File: config.mk
export PLATFORM = sky130hd
export DESIGN_NAME = bram_dump_reader
export DESIGN_NICKNAME = d
export VERILOG_FILES = /design/src/rtl/bram_dump_reader.sv
export SDC_FILE = /design/constraint.sdc
export NUM_CORES = 1
export LEC_CHECK = 0
export ABC_CLOCK_PERIOD_IN_PS = 1800
export BUFFER_PORTS_ARGS = -buffer_cell sky130_fd_sc_hd__clkbuf_2
export CAP_MARGIN = 40
export CORE_AREA = 8 8 92 94
export DETAILED_ROUTE_END_ITERATION = 12
export DIE_AREA = 0 0 100 102
export PLACE_DENSITY = 0.7
export RECOVER_POWER = 25
export SYNTH_ARGS = -nofsm -noshare
export SYNTH_HDL_FRONTEND = slang
export SYNTH_SLANG_ARGS = --single-unit
File: constraint.sdc
create_clock -name clk -period 1.8 [get_ports clk]
set_input_delay 0.27 -clock clk [delete_from_list [all_inputs] [get_ports clk]]
set_output_delay 0.27 -clock clk [all_outputs]
set_load 0.02 [all_outputs]
File: src/rtl/bram_dump_reader.sv
// Debug read-side master: walks a range of 32-bit RAM words and streams each
// word big-endian, one byte at a time, through the UART start/done handshake.
module bram_dump_reader #(
  parameter int ADDRESS_BITS = 8,
  parameter int DATA_BITS    = 32
) (
  input  logic                    clk,
  input  logic                    rst,
  input  logic                    i_start,
  input  logic [ADDRESS_BITS-1:0] i_base_address,
  input  logic [ADDRESS_BITS:0]   i_count,
  output logic [ADDRESS_BITS-1:0] o_mem_address,
  input  logic [DATA_BITS-1:0]    i_mem_data,
  output logic [7:0]              o_tx_data,
  output logic                    o_tx_start,
  input  logic                    i_tx_done,
  output logic                    o_busy,
  output logic                    o_done
);

  localparam int BYTES = DATA_BITS / 8;
  localparam int IDX_W = (BYTES > 1) ? $clog2(BYTES) : 1;

  localparam logic [IDX_W-1:0]        LAST_IDX  = IDX_W'(BYTES - 1);
  localparam logic [IDX_W-1:0]        IDX_ONE   = IDX_W'(1);
  localparam logic [ADDRESS_BITS-1:0] ADDR_ONE  = ADDRESS_BITS'(1);
  localparam logic [ADDRESS_BITS:0]   WORDS_ONE = (ADDRESS_BITS + 1)'(1);

  typedef enum logic [2:0] {
    IDLE    = 3'd0,
    FETCH   = 3'd1,
    LOAD    = 3'd2,
    SEND    = 3'd3,
    WAIT_TX = 3'd4,
    DONE    = 3'd5
  } state_t;

  state_t                state;
  logic [DATA_BITS-1:0]  shift_reg;
  logic [IDX_W-1:0]      byte_idx;
  logic [ADDRESS_BITS:0] words_left;

  // A zero count selects the whole address space.
  function automatic logic [ADDRESS_BITS:0] word_total(input logic [ADDRESS_BITS:0] cnt);
    if (cnt == '0)
      return {1'b1, {ADDRESS_BITS{1'b0}}};
    else
      return cnt;
  endfunction

  // The unsent byte always sits at the top of the shift register.
  assign o_tx_data = shift_reg[DATA_BITS-1 -: 8];

  always_ff @(posedge clk) begin
    if (rst) begin
      state         <= IDLE;
      shift_reg     <= '0;
      byte_idx      <= '0;
      words_left    <= '0;
      o_mem_address <= '0;
      o_tx_start    <= 1'b0;
      o_busy        <= 1'b0;
      o_done        <= 1'b0;
    end else begin
      o_tx_start <= 1'b0;
      o_done     <= 1'b0;
      case (state)
        IDLE: begin
          if (i_start) begin
            o_mem_address <= i_base_address;
            words_left    <= word_total(i_count);
            byte_idx      <= '0;
            o_busy        <= 1'b1;
            state         <= FETCH;
          end
        end
        // The RAM registers the word on the negedge inside this cycle.
        FETCH: state <= LOAD;
        LOAD: begin
          shift_reg  <= i_mem_data;
          byte_idx   <= '0;
          o_tx_start <= 1'b1;
          state      <= SEND;
        end
        // i_tx_done seen here belongs to no byte of ours and is dropped.
        SEND: state <= WAIT_TX;
        WAIT_TX: begin
          if (i_tx_done) begin
            if (byte_idx != LAST_IDX) begin
              shift_reg  <= shift_reg << 8;
              byte_idx   <= byte_idx + IDX_ONE;
              o_tx_start <= 1'b1;
              state      <= SEND;
            end else if (words_left > WORDS_ONE) begin
              o_mem_address <= o_mem_address + ADDR_ONE;
              words_left    <= words_left - WORDS_ONE;
              state         <= FETCH;
            end else begin
              o_done <= 1'b1;
              state  <= DONE;
            end
          end
        end
        DONE: begin
          o_busy <= 1'b0;
          state  <= IDLE;
        end
        default: state <= IDLE;
      endcase
    end
  end

endmodule

== Word-level counts from Yosys, hierarchy flattened ==
Cells that the tools add are included.

* Bits in registers: 57
* Input bits: 53
* Output and inout bits: 19
* Logic and storage cells: 66

* Add/sub/neg operators: 3
* Bitwise operators: 2
* Equality and inequality tests: 11
* Multiplexer cells: 29
* Magnitude comparators: 1
* Reduce and logical (&&, ||, !) cells: 12

{| class="wikitable"
|+ Operators by type and width
! kind !! number
|-
| $mux 32 || 2
|-
| $pmux 32 s2 || 1
|-
| $mux 9 || 5
|-
| $mux 8 || 4
|-
| $pmux 9 s2 || 1
|-
| $pmux 8 s2 || 1
|-
| $pmux 3 s5 || 1
|-
| $mux 3 || 4
|-
| $ne 2x2->1 const B || 6
|-
| $gt 9x1->1 const B || 1
|-
| $logic_not 9->1 || 1
|-
| $sub 9x1->9 const B || 1
|-
| $add 8x1->8 const B || 1
|-
| $eq 3x2->1 const B || 2
|-
| $eq 3x3->1 const B || 2
|-
| $mux 2 || 3
|-
| $pmux 2 s3 || 1
|-
| $reduce_bool 2->1 || 3
|-
| $reduce_and 5->1 || 1
|-
| $mux 1 || 4
|-
| $pmux 1 s2 || 2
|-
| $reduce_and 2->1 || 2
|-
| $reduce_and 4->1 || 1
|-
| $reduce_or 4->1 || 1
|-
| 6 further kinds || 7
|}

== Depth between registers and ports, before layout ==
Gate-level depths: netlist of run 1.

* Word-level depth: 5
* Mapped depth: 7

== Worst setup path after synthesis of run 1 ==
No wires, ideal clock.

* Path kind: register to register
* From: reg words_left[0]
* To: reg words_left[6]
* Setup slack: -0.069 ns
* Clock period less this slack: 1.869 ns
* Path buffers: 1
* Cell stages (with the launch flop): 8
* Library setup time: 0.133 ns
* Data arrival time: 1.736 ns
* Cell sequence: dfxtp_1 inv_1 ha_1 clkbuf_1 or4b_2 a211oi_1 nand4b_1 a31oi_1

* Cells in the longest elaborated chain, start to end: 5
* Elaborated cells on any way between the ends: 8
* Classes of those cells: add/sub (1); order compare (1); eq/ne (1); mux (4); reduce/logical (1)

{| class="wikitable"
|+ RTL lines
! element !! RTL line !! RTL
|-
| start: declaration || 41 || <nowiki>logic [ADDRESS_BITS:0] words_left;</nowiki>
|-
| start signal: assignment || 71 || <nowiki>words_left <= word_total(i_count);</nowiki>
|-
| start signal: assignment || 96 || <nowiki>words_left <= words_left - WORDS_ONE;</nowiki>
|-
| $sub 9x1->9 || 96 ||
|-
| $mux 9 || 94 || <nowiki>end else if (words_left > WORDS_ONE) begin</nowiki>
|-
| $mux 9 || 89 || <nowiki>if (byte_idx != LAST_IDX) begin</nowiki>
|-
| $mux 9 || 88 || <nowiki>if (i_tx_done) begin</nowiki>
|-
| $pmux 9 s2 || 67 || <nowiki>case (state)</nowiki>
|}

Parallel ways exist; a longest one is shown, timed or not. The select of a mux whose other input is x is not followed.
A chain may end at the register's enable or synchronous reset.

== Worst setup path after layout of run 1 ==
* From: reg words_left[1]
* To: reg words_left[7]

The elaborated chain is that of the path after synthesis.

==> results of run 1 <==
[where the power goes]
group	leakage, nW	switching, mW	internal, mW	total [mW]
clock	0.0985	0.546	0.678	1.22
sequential	0.466	0.0862	1.37	1.45
combinational	0.934	0.434	0.357	0.791
[worst max-delay path by stage]
stage | end | slack (ns) | cells past startpoint
finish | words_left[7]$_SDFFE_PP0P_ | 0.07 | 7
CTS | o_mem_address[6]$_SDFFE_PP0P_ | 0.0009 | 7
detailed placement | words_left[6]$_SDFFE_PP0P_ | 0.003 | 6
floorplan | words_left[6]$_SDFFE_PP0P_ | 0.009 | 7
global placement | o_mem_address[5]$_SDFFE_PP0P_ | 0.03 | 6
global route | o_mem_address[5]$_SDFFE_PP0P_ | -0.0003 | 5
[cells in the final DEF (no fill, tap or decap), types with 3 or more instances in the layout]
| cell | n |
|---|---|
| a211o_1 | 4 |
| a211oi_1 | 4 |
| a21oi_1 | 20 |
| a22oi_1 | 8 |
| a311oi_1 | 6 |
| a311oi_2 | 20 |
| a31oi_1 | 6 |
| and3_1 | 3 |
| and4_1 | 3 |
| buf_12 | 3 |
| buf_4 | 30 |
| clkbuf_1 | 17 |
| clkbuf_2 | 54 |
| clkbuf_8 | 10 |
| dfxtp_1 | 55 |
| inv_1 | 3 |
| nand2_1 | 62 |
| nand2b_1 | 3 |
| nand3_1 | 4 |
| nand4_1 | 4 |
| nor2_1 | 42 |
| nor3_1 | 3 |
| nor4_1 | 3 |
| o211ai_1 | 3 |
| o21ai_0 | 9 |
| o31ai_1 | 4 |
[metrics by stage]
step                      setup WS, ns  util [%]  total power, mW
after floorplan               0.009048         -            1.978
after global placement         0.03402     50.85            2.192
after CTS                    0.0008826     53.86            3.437
after global routing        -0.0002507     55.41            3.633
after detailed placement      0.002994     50.85            2.210
final                          0.06711     55.41            3.468
[final cells by class]
type | count | area, um^2 | area share, %
clock inverters | 6 | 67.56 | 1.727
flip-flops and latches | 57 | 1144 | 29.24
multi-input cells | 257 | 1750 | 44.75
well taps | 99 | 123.9 | 3.167
clock buffers | 10 | 137.6 | 3.519
inverters | 5 | 18.77 | 0.4798
repair buffers | 106 | 669.4 | 17.11
[critical path: cells and delay by family (launching register included)]
family / cells / cell delay (ns)
AO/OA/AOI/OAI: 3 / 0.66
adder cells (fa/ha/maj): 1 / 0.16
AND/OR/NAND/NOR: 1 / 0.22
flip-flops: 1 / 0.35
buffers and inverters: 2 / 0.22
[kinds of logic after synthesis]
logic type               count (synthesis)
AO/OA/AOI/OAI                          107
buffers and inverters                   41
flip-flops                              57
adder cells (fa/ha/maj)                  4
AND/OR/NAND/NOR                        146
[what timing repair did]
item                                   4_1_cts  5_1_grt
endpoints found under the hold margin        0        0
cloned                                       0        2
gates resized for setup                      2       15
setup buffers                                0        5
pin swaps                                    0        5
setup endpoints to repair                    2       33
[metal layers]
metal	share of wire [%]	track usage, %	vias up	wire [um]
met5	0	0	-	0
met4	2.1	8.023	0	185
met3	6.7	4.905	13	574
met2	47	25.65	111	4049
met1	44	19.81	1390	3796
li1	-	-	1482	-
==> out/metrics.cfg, run 1 <==
[clock_network]
cts_tree=built
clkSinkCount=57
clockBufferDepth=2
clk_latency_ns=0.34
cts_buffers=9
htree_levels=3
hold_buffers=0
root_buffer=clkbuf_8
path_clk_slew_ns=0.07

[floorplan]
die_w_um=100
start_util_pct=43.62
rows=31
die_y_um=102
die-area_um2=10200
core_um2=7059
pin_count=72

[global_route]
grt_overflow_total=0
grt_pass1_vias=2812
grtUsageTotal_pct=16.29
grt_pass1_wl_um=13340
grt_max_degree=48
antenna_found_initial=0

[setup_path]
cpPeakStageDelay_ns=0.35
startpoint_type=flip-flop
crit_path_start=words_left[1]$_SDFFE_PP0P_
cp_max_fo=7
reg2regPathDepth=7
worstPathRequired_ns=2.02
critPathArrivalTime_ns=1.95
slowest_stage=dfxtp_1
rrSetupSlack_ns=0.07
cp-end-kind=flip-flop
r2r_end=words_left[7]$_SDFFE_PP0P_
critical_path_class=flip-flop to flip-flop
path_cells=inv_2 -> ha_1 -> o21bai_2 -> and4_1 -> buf_4 -> o311ai_0 -> o31ai_1
r2r-start=words_left[1]$_SDFFE_PP0P_

[sta]
skew_ns=0.005593
hold_viol_final=0
hold_ws_ns=0.1699
finalCriticalPeriod_ns=1.733
max_freq_mhz=577.1
drv_slew=0
max_slew_margin_pct=67.71
tightestPinTransition_ns=0.4844
setup_viol=0
final.period_utilization_pct=96.27
tns_ns=0

[synthesis]
synth-xor-area-share_pct=0
ys_top_cells_by_area=dfxtp_1 37%, a311oi_2 9.8%, nand2_1 7.7%
synth_cells=355
ys_seq_area_share_pct=37.06
syn_area_per_cell_um2=8.674
yosysTopAreaCellShare_pct=37.06
synth_fa_ha_area_share_pct=1.625
synth.net_count=412
netlist_area_um2=3079
synth_top_family_by_area=compound AO/OA/AOI/OAI gates
ys_top_cells_by_count=63 x nand2_1, 57 x dfxtp_1, 43 x nor2_1, 20 x a21oi_1, 20 x a311oi_2
yosys.cell_types.count=58
ys_ff_latch=57
synth_warnings=0
synth_compound_area_share_pct=30.11
synth_ff_type=dfxtp_1
synth_area_leader_cell=dfxtp_1
async_flop_share_pct=0
synthMuxAreaShare_pct=0
synth_most_common_cell=nand2_1
synth_edf_count=0
synth_simple_gate_area_share_pct=23.32

[hold_path]
whs_path_depth=3
min_from=i_mem_data[14]
hold_end=shift_reg[14]$_SDFFE_PP0P_
hold_path_class=input port to flip-flop

[final_layout]
finish.instance_area_um2=3911
drive_gt1_share_pct=33.56
fin_nets=493
flow.area_growth_from_synthesis_pct=27.02
antenna_cells=0
n_fill_cell=653
largest_reg_flops=32
finalNonFillerCells=540

[placement]
place_congestion=0.8895
dp_hpwl_um=5980
dpl-instance-area_um2=3590
port_buffers=71
place_inst=517

[run_status]
status=complete, no violations

[routing]
drc=0
drt-total-wl_um=8606
wire_per_inst_um=15.94
viasPerCell=5.548
first_iter_violations=173
vias=2996
antenna_left=0
first_pass_iters=4

[job]
cap_violations=0

[power_and_ir_drop]
p_leak_nw=1.499
ir_drop_mv=0.3585
powerDensity_nw_per_um2=886.6

No activity file was read; power rests on OpenSTA's default activity.
==> run 2, diff against run 1 <==
Settings changed: CORE_AREA 8 8 92 94 to 8 8 113 115, DIE_AREA 0 0 100 102 to 0 0 121 123, PLACE_DENSITY 0.7 to unset.
==> out/metrics.cfg, run 2 (synthesized netlist as in run 1, its figures left out) <==
[sta]
rsz0062_at_grt=true
tightestPinTransition_ns=0.3899  ; -0.09457 ns
setup_viol=0  ; unchanged
hold_ws_ns=0.1998  ; +0.02980 ns
finalCriticalPeriod_ns=1.712  ; -0.02067 ns
tns_ns=0  ; unchanged
setup_slack_ns=0.08777  ; +0.02067 ns
skew_ns=0.004043  ; -0.001550 ns
max_slew_margin_pct=73.98  ; +6.3 points
final.period_utilization_pct=95.12  ; -1.1 points
hold_viol_final=0  ; unchanged
max_freq_mhz=584.0  ; +1.2%
drv_slew=0  ; unchanged

[placement]
dp_hpwl_um=6774  ; +13%
place_congestion=0.8521  ; -4.2%
place_inst=570  ; +10%
dpl-instance-area_um2=3725  ; +3.8%
port_buffers=71  ; unchanged
dpl_worst_slack_ns=0.02209  ; +0.01910 ns

[floorplan]
pin_count=72  ; unchanged
core_um2=11080  ; +57%
die_w_um=121  ; +21%
die_y_um=123  ; +21%
start_util_pct=27.80  ; -16 points
die-area_um2=14880  ; +46%
rows=39  ; +26%

[power_and_ir_drop]
p_leak_nw=1.560  ; +4.1%
powerDensity_nw_per_um2=934.8  ; +5.4%
ir_drop_mv=0.3559  ; -0.72%
p_total_mw=3.780  ; +9.0%

[final_layout]
final_cell_mix=62 x nand2_1, 55 x clkbuf_2, 54 x dfxtp_1
fin_nets=498  ; +1.0%
finalNonFillerCells=587  ; +8.7%
layout_commonest_cell=nand2_1
utilization_pct=36.51  ; -19 points
finish.instance_area_um2=4044  ; +3.4%
flow.area_growth_from_synthesis_pct=31.33
largest_reg_flops=32  ; unchanged
antenna_cells=0  ; unchanged
drive_gt1_share_pct=32.88  ; -0.68 points

[global_route]
grt_overflow_total=0  ; unchanged
grt_max_degree=34  ; -29%
antenna_found_initial=0  ; unchanged
grt_pass1_vias=2918  ; +3.8%
grt_pass1_wl_um=14320  ; +7.4%
grtUsageTotal_pct=12.14  ; -4.1 points

[clock_network]
cts_buffers=9  ; unchanged
clockBufferDepth=2  ; unchanged
cts_tree=built
htree_levels=3  ; unchanged
path_clk_slew_ns=0.05  ; -0.02 ns
hold_buffers=0  ; unchanged
clk_latency_ns=0.32  ; -0.02 ns
clkSinkCount=57  ; unchanged
root_buffer=clkbuf_16

[setup_path]
cp-end-kind=flip-flop
r2r-start=words_left[0]$_SDFFE_PP0P_
cp_max_fo=3  ; -4
critical_path_class=flip-flop to flip-flop
rrSetupSlack_ns=0.09  ; +0.02 ns
worstPathRequired_ns=2.01  ; about the same
reg2regPathDepth=6  ; -1
critPathArrivalTime_ns=1.92  ; -0.03 ns
r2r_end=words_left[6]$_SDFFE_PP0P_
crit_path_start=words_left[0]$_SDFFE_PP0P_
startpoint_type=flip-flop

[hold_path]
whs_path_depth=3  ; unchanged
min_from=i_mem_data[14]
hold_path_class=input port to flip-flop
hold_end=shift_reg[14]$_SDFFE_PP0P_

[job]
cap_violations=0  ; unchanged

[routing]
wire_per_inst_um=15.42  ; -3.2%
drc=0  ; unchanged
antenna_left=0  ; unchanged
first_pass_iters=4  ; unchanged
vias=2972  ; -0.80%
first_iter_violations=198  ; +14%
drt-total-wl_um=9053  ; +5.2%
viasPerCell=5.063  ; -8.7%

[run_status]
status=complete, no violations

==> run 2: cell types whose count changed in the layout (fill, tap and decap cells not counted), sizes merged <==
| cell | previous run | this run |
|---|---|---|
| buf | 33 | 39 |
| clkinv | 3 | 2 |
| clkinvlp | 2 | 1 |
| bufinv | 1 | 0 |
==> run 2: worst max-delay path, stage by stage, from the launching register on <==
cell,delay (ns)
dfxtp_1,0.32
inv_1,0.09
ha_1,0.17
or4b_2,0.61
a211oi_2,0.18
nand4b_1,0.14
a31oi_1,0.09
==> run 2: worst max path at each step <==
stage	to	slack, ns	cells after the start
floorplan	words_left[6]$_SDFFE_PP0P_	0.009	7
global placement	words_left[6]$_SDFFE_PP0P_	0.008	6
detailed placement	words_left[6]$_SDFFE_PP0P_	0.02	6
CTS	o_mem_address[7]$_SDFFE_PP0P_	0.04	5
global route	shift_reg[31]$_SDFFE_PP0P_	0.001	6
finish	words_left[6]$_SDFFE_PP0P_	0.09	6
==> run 2: cell type report <==
type | count | area (um^2)
repair buffers | 111 | 710.7
multi-input cells | 257 | 1720
clock inverters | 3 | 17.52
fillers | 1165 | 7033
clock buffers | 11 | 252.7
flip-flops and latches | 57 | 1145
well taps | 143 | 178.9
inverters | 5 | 18.77
==> run 2: power by group <==
group / switching, mW / internal (mW)
clock network: 0.560 / 0.983
registers: 0.0870 / 1.37
logic: 0.428 / 0.351
total: 1.08 / 2.71
==> run 2: what timing repair did <==
action                     in CTS  in global routing
setup endpoints to repair       1                 21
gates cloned                    0                  1
buffers inserted                0                  2
pin swaps                       0                  4
hold endpoints to repair        0                  0
gates resized for setup         1                 12
==> run 2: per-layer routing <==
| metal | vias up | GRT usage [%] | routed length [um] |
|---|---|---|---|
| li1 | 1488 | - | - |
| met1 | 1394 | 14.72 | 4104 |
| met2 | 76 | 19.10 | 4194 |
| met3 | 14 | 3.379 | 552 |
| met4 | 0 | 6.870 | 201 |
| met5 | - | 0 | 0 |
==> run 3, diff against run 2 <==
Settings changed: BUFFER_PORTS_ARGS -buffer_cell sky130_fd_sc_hd__clkbuf_2 to unset, DONT_BUFFER_PORTS set to 1, GPL_TIMING_DRIVEN set to 1, REMOVE_ABC_BUFFERS set to 1.
==> out/metrics.cfg, run 3 (synthesized netlist as in run 1, its figures left out) <==
[final_layout]
finalNonFillerCells=518  ; -12%
flow.area_growth_from_synthesis_pct=21.33
utilization_pct=33.73  ; -2.8 points
drive_gt1_share_pct=23.20  ; -9.7 points
fin_nets=427  ; -14%
layout_commonest_cell=nand2_1
antenna_cells=0  ; unchanged
final_cell_mix=62 x nand2_1, 56 x dfxtp_1, 43 x nor2_1
largest_reg_flops=32  ; unchanged

[setup_path]
startpoint_type=flip-flop
path_cells=inv_1 -> ha_1 -> o21bai_1 -> and4_1 -> buf_4 -> o311ai_2 -> o41ai_1
rrSetupSlack_ns=0.08  ; about the same
critPathArrivalTime_ns=1.92  ; about the same
critPathTopFamily=compound AO/OA/AOI/OAI gates
critPathBufInv=2  ; +1
worstPathRequired_ns=2.00  ; about the same
reg2regPathDepth=7  ; +1
critical_path_class=flip-flop to flip-flop
cp-end-kind=flip-flop
r2r_end=words_left[8]$_SDFFE_PP0P_
cp_max_fo=7  ; +4
slowest_stage=dfxtp_1
r2r-start=words_left[1]$_SDFFE_PP0P_
cpPeakStageDelay_ns=0.32  ; -0.29 ns

[clock_network]
root_buffer=clkbuf_16
clk_latency_ns=0.33  ; about the same
path_clk_slew_ns=0.05  ; about the same
cts_buffers=9  ; unchanged
clkSinkCount=57  ; unchanged
cts_tree=built
htree_levels=3  ; unchanged
clockBufferDepth=2  ; unchanged

[global_route]
grtUsageTotal_pct=12.13  ; -0.013 points
grt_max_degree=58  ; +71%
grt_pass1_wl_um=14230  ; -0.63%
grt_overflow_total=0  ; unchanged
grt_pass1_vias=2796  ; -4.2%
antenna_found_initial=0  ; unchanged

[sta]
final.period_utilization_pct=95.40  ; +0.27 points
drv_slew=0  ; unchanged
tightestPinTransition_ns=0.4590  ; +0.06910 ns
finalCriticalPeriod_ns=1.717  ; +0.004911 ns
hold_viol_final=0  ; unchanged
max_freq_mhz=582.4  ; -0.29%
setup_viol=0  ; unchanged
skew_ns=0.006080  ; +0.002037 ns
setup_slack_ns=0.08286  ; -0.004911 ns
tns_ns=0  ; unchanged
rsz0062_at_grt=true
max_slew_margin_pct=69.36  ; -4.6 points

[placement]
port_buffers=0  ; -100%
place_congestion=0.8027  ; -5.8%
place_inst=497  ; -13%
dpl_worst_slack_ns=-0.01927  ; -0.04136 ns
dp_hpwl_um=6307  ; -6.9%

[floorplan]
start_util_pct=27.80  ; unchanged
rows=39  ; unchanged
die_y_um=123  ; unchanged
pin_count=72  ; unchanged
die-area_um2=14880  ; unchanged
die_w_um=121  ; unchanged
core_um2=11080  ; unchanged

[hold_path]
whs_path_depth=1  ; -2
hold_path_class=input port to flip-flop
hold_end=o_mem_address[1]$_SDFFE_PP0P_
min_from=rst

[run_status]
status=complete, no violations

[routing]
drc=0  ; unchanged
viasPerCell=5.346  ; +5.6%
vias=2769  ; -6.8%
first_pass_iters=5  ; +1
drt-total-wl_um=8937  ; -1.3%
first_iter_violations=209  ; +5.6%
antenna_left=0  ; unchanged
wire_per_inst_um=17.25  ; +12%

[power_and_ir_drop]
powerDensity_nw_per_um2=1073  ; +15%
p_leak_nw=1.312  ; -16%
ir_drop_mv=0.6379  ; +79%

[job]
cap_violations=0  ; unchanged

==> run 3: per-layer routing <==
layer,routed length (um),share of wire (%),up-vias,track usage (%)
met3,812,9.1,7,5.936
met4,73,0.82,0,2.966
met2,4203,47,92,18.93
met5,0,0,-,0
li1,-,-,1346,-
met1,3847,43,1324,14.66
==> run 3: how the worst max path moves through the flow <==
stage	start	to	slack, ns	cells past startpoint
detailed placement	words_left[1]$_SDFFE_PP0P_	words_left[8]$_SDFFE_PP0P_	-0.02	7
global placement	words_left[1]$_SDFFE_PP0P_	words_left[8]$_SDFFE_PP0P_	0.04	7
finish	words_left[1]$_SDFFE_PP0P_	words_left[8]$_SDFFE_PP0P_	0.08	7
floorplan	state[2]$_SDFFE_PP0P_	o_mem_address[5]$_SDFFE_PP0P_	-1.12	4
global route	words_left[1]$_SDFFE_PP0P_	words_left[6]$_SDFFE_PP0P_	-0.008	6
CTS	words_left[1]$_SDFFE_PP0P_	words_left[6]$_SDFFE_PP0P_	0.006	6
==> run 3: metrics by stage <==
stage	hold slack [ns]	total power [mW]	area [um^2]
5_1_grt	0.0001333	4.204	3736
6_report	0.01673	4.010	3736
2_1_floorplan	0.3379	1.897	2855
3_5_place_dp	0.3481	2.118	3329
3_3_place_gp	0.3512	2.100	3329
4_1_cts	0.003319	4.054	3702
==> run 3: power by group <==
part | switching [mW] | total, mW | internal (mW)
sequential | 0.114 | 1.48 | 1.37
clock | 0.578 | 1.90 | 1.32
combinational | 0.344 | 0.626 | 0.282
total | 1.04 | 4.01 | 2.97
==> run 3: timing repair <==
item                       CTS  global route
resized for setup            1            10
hold buffers                 1             1
buffers inserted             3             0
setup endpoints to repair    3            23
hold endpoints to repair     2             1
pin swaps                    0             1
==> run 3: cell type report <==
type,instances,area (um^2)
Fill cell,1134,7341
Multi-Input combinational cell,257,1740
Sequential cell,57,1142
Timing Repair Buffer,40,315.3
Clock buffer,12,266.5
Tap cell,143,178.9
Clock inverter,4,73.82
Inverter,5,18.77
==> run 3: worst reg2reg max path, cell delays in order (launching register included) <==
cell and delay (ns):
dfxtp_1 0.32, inv_1 0.07, ha_1 0.17, o21bai_1 0.23, and4_1 0.24, buf_4 0.17, o311ai_2 0.28, o41ai_1 0.11
